[src/rtl/comb_prog_truth_tbl_pkg.sv]
// Shared types and default sizing for the programmable truth-table evaluator.
package comb_prog_truth_tbl_pkg;

  // Default geometry: 4-input functions, two channels.
  localparam int LP_NINPUTS = 4;
  localparam int LP_NCHANS  = 2;

  // Table width and channel-select width for the default geometry.
  localparam int T = 1 << LP_NINPUTS;
  localparam int C = $clog2(LP_NCHANS);

  // Table loaded into every channel at reset; bit i is f(inputs == i).
  localparam logic [T-1:0] DEF_TBL = 16'hA533;

  // Configuration sequencer states.
  typedef enum logic [1:0] {
    IDLE   = 2'd0,
    LOAD   = 2'd1,
    COMMIT = 2'd2
  } cfg_state_e;

  // True when a channel number addresses an existing table.
  function automatic logic chan_in_range(input int chan, input int nchans);
    return (chan >= 0) && (chan < nchans);
  endfunction

endpackage

[src/rtl/comb_prog_truth_tbl_cfg_fsm.sv]
// Serial table loader: collects table bits LSB first into a shadow register
// and presents the finished table for a single-cycle commit.
//
//   state  | meaning
//   -------+------------------------------------------------------------
//   IDLE   | waiting for i_cfg_start; stray i_cfg_bit_val is ignored
//   LOAD   | shifting bits into shadow[cnt]; last bit (cnt==T-1) -> COMMIT
//   COMMIT | shadow is written into the table array at the closing edge
module comb_prog_truth_tbl_cfg_fsm
  import comb_prog_truth_tbl_pkg::*;
#(
  parameter int P_TBL_W  = T,
  parameter int P_CHAN_W = C
) (
  input  logic                clk,
  input  logic                reset,
  input  logic                i_cfg_start,
  input  logic [P_CHAN_W-1:0] i_cfg_chan,
  input  logic                i_cfg_bit_val,
  input  logic                i_cfg_bit,
  output logic                o_cfg_busy,
  output logic                o_cfg_done,
  output logic                o_commit_en,
  output logic [P_CHAN_W-1:0] o_commit_chan,
  output logic [P_TBL_W-1:0]  o_commit_tbl
);

  localparam int CW = $clog2(P_TBL_W);
  localparam logic [CW-1:0] LP_LAST = CW'(P_TBL_W - 1);

  cfg_state_e          r_state;
  logic [CW-1:0]       r_cnt;
  logic [P_TBL_W-1:0]  r_shadow;
  logic [P_CHAN_W-1:0] r_chan;
  logic                r_busy;
  logic                r_done;

  // Sequencer, bit counter and shadow register; busy/done are registered so
  // they line up with the table write that happens at the end of COMMIT.
  always_ff @(posedge clk) begin
    if (reset) begin
      r_state  <= IDLE;
      r_cnt    <= '0;
      r_shadow <= '0;
      r_chan   <= '0;
      r_busy   <= 1'b0;
      r_done   <= 1'b0;
    end else begin
      r_done <= 1'b0;
      case (r_state)
        IDLE: begin
          if (i_cfg_start) begin
            r_state  <= LOAD;
            r_chan   <= i_cfg_chan;
            r_shadow <= '0;
            r_cnt    <= '0;
            r_busy   <= 1'b1;
          end
        end
        LOAD: begin
          if (i_cfg_bit_val) begin
            r_shadow[r_cnt] <= i_cfg_bit;
            r_cnt           <= r_cnt + CW'(1);
            if (r_cnt == LP_LAST) begin
              r_state <= COMMIT;
            end
          end
        end
        COMMIT: begin
          // Table write happens at this same edge, so done and the new
          // contents become visible together.
          r_state <= IDLE;
          r_busy  <= 1'b0;
          r_done  <= 1'b1;
          r_cnt   <= '0;
        end
        default: begin
          r_state <= IDLE;
          r_busy  <= 1'b0;
        end
      endcase
    end
  end

  assign o_cfg_busy    = r_busy;
  assign o_cfg_done    = r_done;
  assign o_commit_en   = (r_state == COMMIT);
  assign o_commit_chan = r_chan;
  assign o_commit_tbl  = r_shadow;

endmodule

[src/rtl/comb_prog_truth_tbl_seq.sv]
// Multi-channel programmable truth-table evaluator: committed tables plus a
// one-entry registered query pipeline with val/rdy handshakes.
module comb_prog_truth_tbl_seq
  import comb_prog_truth_tbl_pkg::*;
#(
  parameter int                           P_NINPUTS   = LP_NINPUTS,
  parameter int                           P_NCHANS    = LP_NCHANS,
  parameter logic [(1<<P_NINPUTS)-1:0]    P_RESET_TBL = DEF_TBL
) (
  input  logic                         clk,
  input  logic                         reset,
  input  logic                         cfg_start,
  input  logic [$clog2(P_NCHANS)-1:0]  cfg_chan,
  input  logic                         cfg_bit_val,
  input  logic                         cfg_bit,
  output logic                         cfg_busy,
  output logic                         cfg_done,
  input  logic                         in_val,
  output logic                         in_rdy,
  input  logic [$clog2(P_NCHANS)-1:0]  in_chan,
  input  logic [P_NINPUTS-1:0]         in_bits,
  output logic                         out_val,
  input  logic                         out_rdy,
  output logic [$clog2(P_NCHANS)-1:0]  out_chan,
  output logic                         out_f
);

  localparam int LP_T = 1 << P_NINPUTS;
  localparam int LP_C = $clog2(P_NCHANS);

  logic [LP_T-1:0] r_tbl [P_NCHANS];

  logic            r_out_val;
  logic [LP_C-1:0] r_out_chan;
  logic            r_out_f;

  logic            w_commit_en;
  logic [LP_C-1:0] w_commit_chan;
  logic [LP_T-1:0] w_commit_tbl;
  logic            w_commit_ok;
  logic            w_in_chan_ok;
  logic [LP_T-1:0] w_rd_tbl;
  logic            w_rd_f;
  logic            w_accept;

  comb_prog_truth_tbl_cfg_fsm #(
    .P_TBL_W  (LP_T),
    .P_CHAN_W (LP_C)
  ) u_cfg_fsm (
    .clk           (clk),
    .reset         (reset),
    .i_cfg_start   (cfg_start),
    .i_cfg_chan    (cfg_chan),
    .i_cfg_bit_val (cfg_bit_val),
    .i_cfg_bit     (cfg_bit),
    .o_cfg_busy    (cfg_busy),
    .o_cfg_done    (cfg_done),
    .o_commit_en   (w_commit_en),
    .o_commit_chan (w_commit_chan),
    .o_commit_tbl  (w_commit_tbl)
  );

  // A load aimed at a missing channel still runs to completion but is dropped.
  assign w_commit_ok  = chan_in_range(int'(w_commit_chan), P_NCHANS);
  assign w_in_chan_ok = chan_in_range(int'(in_chan), P_NCHANS);

  // Committed table storage; the whole word is replaced in one edge so a
  // query never observes a partial table.
  always_ff @(posedge clk) begin
    if (reset) begin
      for (int k = 0; k < P_NCHANS; k++) begin
        r_tbl[k] <= P_RESET_TBL;
      end
    end else if (w_commit_en && w_commit_ok) begin
      r_tbl[w_commit_chan] <= w_commit_tbl;
    end
  end

  // Lookup uses the table value before any same-edge commit (old table wins).
  assign w_rd_tbl = w_in_chan_ok ? r_tbl[in_chan] : '0;
  assign w_rd_f   = w_rd_tbl[in_bits];

  assign in_rdy   = !r_out_val || out_rdy;
  assign w_accept = in_val && in_rdy;

  // One-entry output register; holds its contents while the consumer stalls.
  always_ff @(posedge clk) begin
    if (reset) begin
      r_out_val  <= 1'b0;
      r_out_chan <= '0;
      r_out_f    <= 1'b0;
    end else if (w_accept) begin
      r_out_val  <= 1'b1;
      r_out_chan <= in_chan;
      r_out_f    <= w_rd_f;
    end else if (r_out_val && out_rdy) begin
      r_out_val  <= 1'b0;
    end
  end

  assign out_val  = r_out_val;
  assign out_chan = r_out_chan;
  assign out_f    = r_out_f;

endmodule

[config.mk]
export PLATFORM = sky130hd
export DESIGN_NAME = comb_prog_truth_tbl_seq
export DESIGN_NICKNAME = d
export VERILOG_FILES = /design/src/rtl/comb_prog_truth_tbl_pkg.sv /design/src/rtl/comb_prog_truth_tbl_cfg_fsm.sv /design/src/rtl/comb_prog_truth_tbl_seq.sv
export SDC_FILE = /design/constraint.sdc
export NUM_CORES = 1
export LEC_CHECK = 0
export ABC_CLOCK_PERIOD_IN_PS = 2100
export CORE_UTILIZATION = 45
export CTS_CLUSTER_SIZE = 16
export DETAILED_ROUTE_END_ITERATION = 8
export GPL_TIMING_DRIVEN = 0
export PLACE_DENSITY = 0.61
export SLEW_MARGIN = 10
export SYNTH_ARGS = -nofsm -noshare
export SYNTH_HDL_FRONTEND = slang
export SYNTH_SLANG_ARGS = --single-unit
export TNS_END_PERCENT = 1
[constraint.sdc]
create_clock -name clk -period 2.1 [get_ports clk]
set_clock_uncertainty 0.05 [all_clocks]
set_input_delay 0.63 -clock clk [delete_from_list [all_inputs] [get_ports clk]]
set_output_delay 0.63 -clock clk [all_outputs]
set_load 0.02 [all_outputs]
---- After elaboration in Yosys (flattened, before gate mapping) ----
Memory sizes are Yosys's and may differ from the RTL's.
Cells that the tools add are included.
word-level totals
  flip-flop bits (word level) ............. 28
  output and inout bits ................... 6
  bits in writable memories ............... 32
  word-level logic and storage cells ...... 63
  input bits .............................. 13
  memories ................................ 1
memories
  name   words  bits a word  read ports  clocked after Yosys merged registers in  write ports  RTL line                       text
  r_tbl  2      16           1           0                                        2            comb_prog_truth_tbl_seq.sv:31  logic [LP_T-1:0] r_tbl [P_NCHANS];
operators by class
  bitwise logic cells ..................... 1
  muxes and demuxes ....................... 27
  reduce and logical (&&, ||, !) cells .... 15
  magnitude comparators ................... 3
  add/subtract/negate cells ............... 1
  equal/unequal tests ..................... 6
operator list
  cell                                                        count
  two-way mux 16 bit                                          3
  case mux 16 bit (2 select lines)                            1
  bitwise mux 16 bit                                          1
  OR reduction 16 bit                                         1
  two-way mux 1 bit                                           12
  case mux 4 bit (3 select lines)                             1
  less-than comparator 4 x 5 -> 1 bit, second input constant  2
  AND reduction 3 bit                                         3
  two-way mux 4 bit                                           2
  two-way mux 2 bit                                           3
  adder 4 x 1 -> 4 bit, second input constant                 1
  binary-select mux 1 bit (select 4 bit)                      1
  demux 1 bit (select 4 bit)                                  1
  == test 4 bit, second input constant                        1
  >= comparator 4 x 1 -> 1 bit, second input constant         1
  inequality test 2 bit, second input constant                2
  case mux 2 bit (2 select lines)                             1
  AND reduction 2 bit                                         2
  nonzero test 2 bit                                          2
  logical AND 1 bit                                           3
  nonzero test 3 bit                                          1
  == test 2 x 1 -> 1 bit, second input constant               1
  == test 2 bit, second input constant                        1
  logical NOT 2 bit                                           1
  5 further kinds                                             5

---- Logic depth before layout (Yosys ltp) ----
Gate-level depths: netlist (run 1).
  depth after elaboration ................. 7
  gate-level depth with buffers ........... 7
  gate-level depth less buffers ........... 6

---- Modules after synthesis ----
Synthesis (run 1) repeated with hierarchy kept, for this count alone.
second synthesis, totals
  cells, all modules ...................... 292
  area total of the unflattened synthesis .. 2981.6 µm²
modules (own cells, without submodules)
  module                       cells an instance  seq. area each (µm²)  area each (µm²)  times used
  comb_prog_truth_tbl_seq      124                1021.0                1636.6           1
  comb_prog_truth_tbl_cfg_fsm  168                500.5                 1345.0           1

---- Worst setup path before layout (run 1) ----
OpenSTA, ideal clock, no wires.
  kind .................................... input to register
  from .................................... input reset
  to ...................................... memory r_tbl[0][0] (netlist name) (enable)
  buffers on the path ..................... 1
  setup slack ............................. 0.296 ns
  stages .................................. 3
  data arrival time ....................... 1.420 ns
  setup time .............................. 0.334 ns
  required time ........................... 1.716 ns
  cells stage by stage .................... nor4_4 > clkbuf_2 > or2_2
RTL lines
  what         RTL line                       text
  from (decl)  comb_prog_truth_tbl_seq.sv:11  input logic reset,
  to (decl)    comb_prog_truth_tbl_seq.sv:31

---- Final worst setup path (run 1) ----
  from .................................... input out_rdy
  to ...................................... output in_rdy
on the way
  longest elaborated chain between the ends .. 1
ends and longest elaborated chain
  what              RTL line                       text
  from (decl)       comb_prog_truth_tbl_seq.sv:23  input logic out_rdy,
  logical OR 1 bit  comb_prog_truth_tbl_seq.sv:83  assign in_rdy = !r_out_val || out_rdy;
  to (decl)         comb_prog_truth_tbl_seq.sv:19  output logic in_rdy,
No other way between the ends.

==> flow_summary_export.csv, run 1 <==
group,metric,value,unit
sta,setup_viol,0,
floorplanning,core,6030,sq um
power,leakagePower,1.21,nW
yosys,synth_area_per_cell,10.2,sq um
yosys,async_reset_ff_frac,0,
power,p_sw_frac,0.227,
cells_and_area,final_nets,326,
flow_run,cap_violations,0,
floorplanning,start_util,0.472,
cells_and_area,final_cell_mix,"a21oi_1 (37), edfxtp_1 (32), nand2_1 (28), dfxtp_1 (28), nand2b_1 (19)",
worst_setup_path,worstPathRequired,1420,ps
cells_and_area,final_common_cell,"a21oi_1",
yosys,netlist_instances,278,
power,power,0.00259,W
detailed_routing,vias,2094,
global_routing,grt-ovfl-total,0,
detailed_routing,drt_pass1_iterations,4,
cells_and_area,multi_input_area,1220,sq um
floorplanning,dieArea,6650,sq um
yosys,yosysWarnings,0,
cells_and_area,register_area,1520,sq um
detailed_routing,viasPerCell,5.38,
worst_setup_path,timing.rr.end,"r_tbl[0][9]",
floorplanning,ios,19,
cells_and_area,drive_gt1_frac,0.143,
detailed_routing,drt_iter0_drc,169,
power,p_per_area,772,nW/um^2
clock_network,hold_buffers,0,
worst_setup_path,critPathCaptureType,"output pin",
floorplanning,rows,28,
yosys,synth-seq-area-share,0.535,
power,irDropWorstVdd,0.449,mV
hold_path,worstHoldPathType,"reg -> reg",
global_routing,grt_max_degree,17,
power,p_clk_frac,0.432,
power,p_sw,0.000587,W
worst_setup_path,cp_max_fo,5,
power,pwr-share-comb,0.079,
sta,period_share,0.970,
yosys,synth_edf_count,32,
cells_and_area,fin_util,0.556,
clock_network,numClockSinks,60,
worst_setup_path,regToRegStartpoint,"u_cfg_fsm.r_state[1]",
yosys,yosys_most_used_dff,"edfxtp_1",
cells_and_area,syn2layout_area_growth,17.8,%
place,place_hpwl,4010,microns
cells_and_area,n_antenna_cell,0,
clock_network,cts_root_buf,"clkbuf_8",
detailed_routing,route.final.wire_length,5870,microns
sta,grt_setup_unrepaired,"false",
power,power_frac_seq,0.490,
worst_setup_path,path_class,"in -> out",
place,port_buffers,17,
clock_network,cts_tree,"yes",
sta,slew_headroom,0.640,
detailed_routing,routedWlPerCell,15.1,microns
place,gp_congestion,0.792,
power,power.internal,0.00200,W
worst_setup_path,arrival,1360,ps
floorplanning,die_height,81.5,microns
hold_path,hold_path_depth,2,
hold_path,whs_endpoint,"out_chan",
global_routing,grt_usage,0.198,
yosys,syn_area,2850,sq um
sta,report.final.slew_viol_count,0,
detailed_routing,antenna_left,0,
floorplanning,chipWidth,81.5,microns
clock_network,htreeDepth,3,
clock_network,clockBufferDepth,2,
worst_setup_path,rrSetupSlack,350,ps
sta,min_period,2040,ps
sta,tightest_slew,539,ps
yosys,synth_cell_types,40,
detailed_routing,drc,0,
yosys,syn_nets,295,
sta,finalHoldViolations,0,
clock_network,cts_buffers,9,
worst_setup_path,startpoint_type,"input pin",
sta,setup_tns,0,ps
run_status,run_status,"finished clean",
cells_and_area,fill_cells,552,
yosys,ys_ff_latch,60,
sta,timing.fmax,491,MHz
clock_network,cts.clk_slew.worst_paths,60,ps
global_routing,antenna_found_initial,0,
global_routing,grt_pass1_wl,9560,microns
hold_path,hold_start,"out_chan",
worst_setup_path,reg2regPathDepth,5,
clock_network,clk_latency,340,ps
global_routing,grt_pass1_vias,1957,
==> how the worst max path moves through the flow <==
stage	startpoint	endpoint	slack [ps]
CTS	reset	r_tbl[1][7]	20
finish	out_rdy	in_rdy	60
global placement	reset	r_tbl[0][4]	-670
floorplan	reset	r_tbl[0][0]	300
global route	reset	u_cfg_fsm.o_commit_tbl[12]	4
detailed placement	reset	r_tbl[0][4]	-680
==> worst max-delay path, stage by stage <==
cell             delay (ps)
clkdlybuf4s50_1         450
nand2b_4                140
buf_4                   140
==> cell type report <==
class,count,share of cell area
Buffer,17,0.0321
Clock buffer,10,0.0381
Clock inverter,6,0.0239
Inverter,5,0.00560
Multi-Input combinational cell,197,0.364
Sequential cell,60,0.454
Tap cell,75,0.0280
Timing Repair Buffer,19,0.0545
==> Yosys cell counts (2+ instances only) <==
library cell	count	area, sq um
nand2b_1	20	125
dfxtp_1	28	561
mux2i_1	16	160
nor2b_1	5	31.3
nand2_1	28	105
buf_2	8	40.0
buf_4	2	15.0
nor2_1	13	48.8
ha_1	4	50.1
o21ai_1	3	15.0
and3_1	11	68.8
o21ai_0	14	70.1
and2_1	9	56.3
xor2_1	2	17.5
edfxtp_1	32	961
a31oi_1	5	31.3
a211oi_1	2	15.0
nand3_1	5	25.0
or2_2	2	12.5
nor4_1	2	12.5
a21oi_1	37	185
a22oi_1	4	30.0
inv_1	4	15.0
nor3_4	2	32.5
clkbuf_1	4	15.0
nand2_2	2	12.5
==> power groups by stage <==
stage | logic (W) | clock network, W | registers (W)
2_1_floorplan | 0.000119 | 0 | 0.00130
3_3_place_gp | 0.000200 | 0 | 0.00129
6_report | 0.000204 | 0.00112 | 0.00127
4_1_cts | 0.000203 | 0.00114 | 0.00127
5_1_grt | 0.000225 | 0.00118 | 0.00127
3_5_place_dp | 0.000199 | 0 | 0.00129
==> state kept, by name, summed over array words and instances (netlist names) <==
register	cells
u_cfg_fsm.o_cfg_done	1
out_val	1
out_chan	1
out_f	1
u_cfg_fsm.r_state	2
u_cfg_fsm.o_cfg_busy	1
u_cfg_fsm.r_cnt	4
u_cfg_fsm.o_commit_chan	1
u_cfg_fsm.o_commit_tbl	16
r_tbl	32
==> timing repair <==
item / CTS / global route
gates resized for setup: 9 / 2
gates cloned: 0 / 1
pin swaps: 2 / 1
buffers inserted: 2 / 0
endpoints found under the setup margin: 35 / 32
==> layer usage <==
metal,wire length (microns),part of all wire,global-route usage,vias to the layer above
li1,-,-,-,1052
met1,2750,0.47,0.250,983
met2,2810,0.48,0.321,48
met3,201,0.034,0.0400,11
met4,112,0.019,0.102,0
met5,0,0,0,-
==> per-stage QoR <==
stage | setup slack [ps] | hold slack (ps) | instances | area, sq um
after floorplan | 296 | 402 | 278 | 2850
after global placement | -671 | 392 | 370 | 3110
after detailed placement | -680 | 397 | 370 | 3110
after CTS | 19.8 | 406 | 388 | 3340
after global routing | 4.36 | 439 | 389 | 3350
final | 62.5 | 402 | 389 | 3350
==> logic make-up after synthesis <==
| kind of cell | synth area share |
|---|---|
| AND/OR/NAND/NOR | 0.207 |
| AO/OA/AOI/OAI | 0.135 |
| flip-flops | 0.535 |
| buffers and inverters | 0.0439 |
| multiplexers | 0.0563 |
| adder cells (fa/ha/maj) | 0.0176 |
| XOR/XNOR | 0.00615 |
No activity file was read; power rests on OpenSTA's default activity.
==> run 2: changes to the inputs <==
--- a/config.mk
+++ b/config.mk
@@ -9,6 +9,7 @@
 export CORE_UTILIZATION = 45
 export CTS_CLUSTER_SIZE = 16
 export DETAILED_ROUTE_END_ITERATION = 8
+export GPL_ROUTABILITY_DRIVEN = 0
 export GPL_TIMING_DRIVEN = 0
 export PLACE_DENSITY = 0.61
 export SLEW_MARGIN = 10
==> results of run 2 <==
No change in the layout: final DEF, timing and power equal those of run 1.
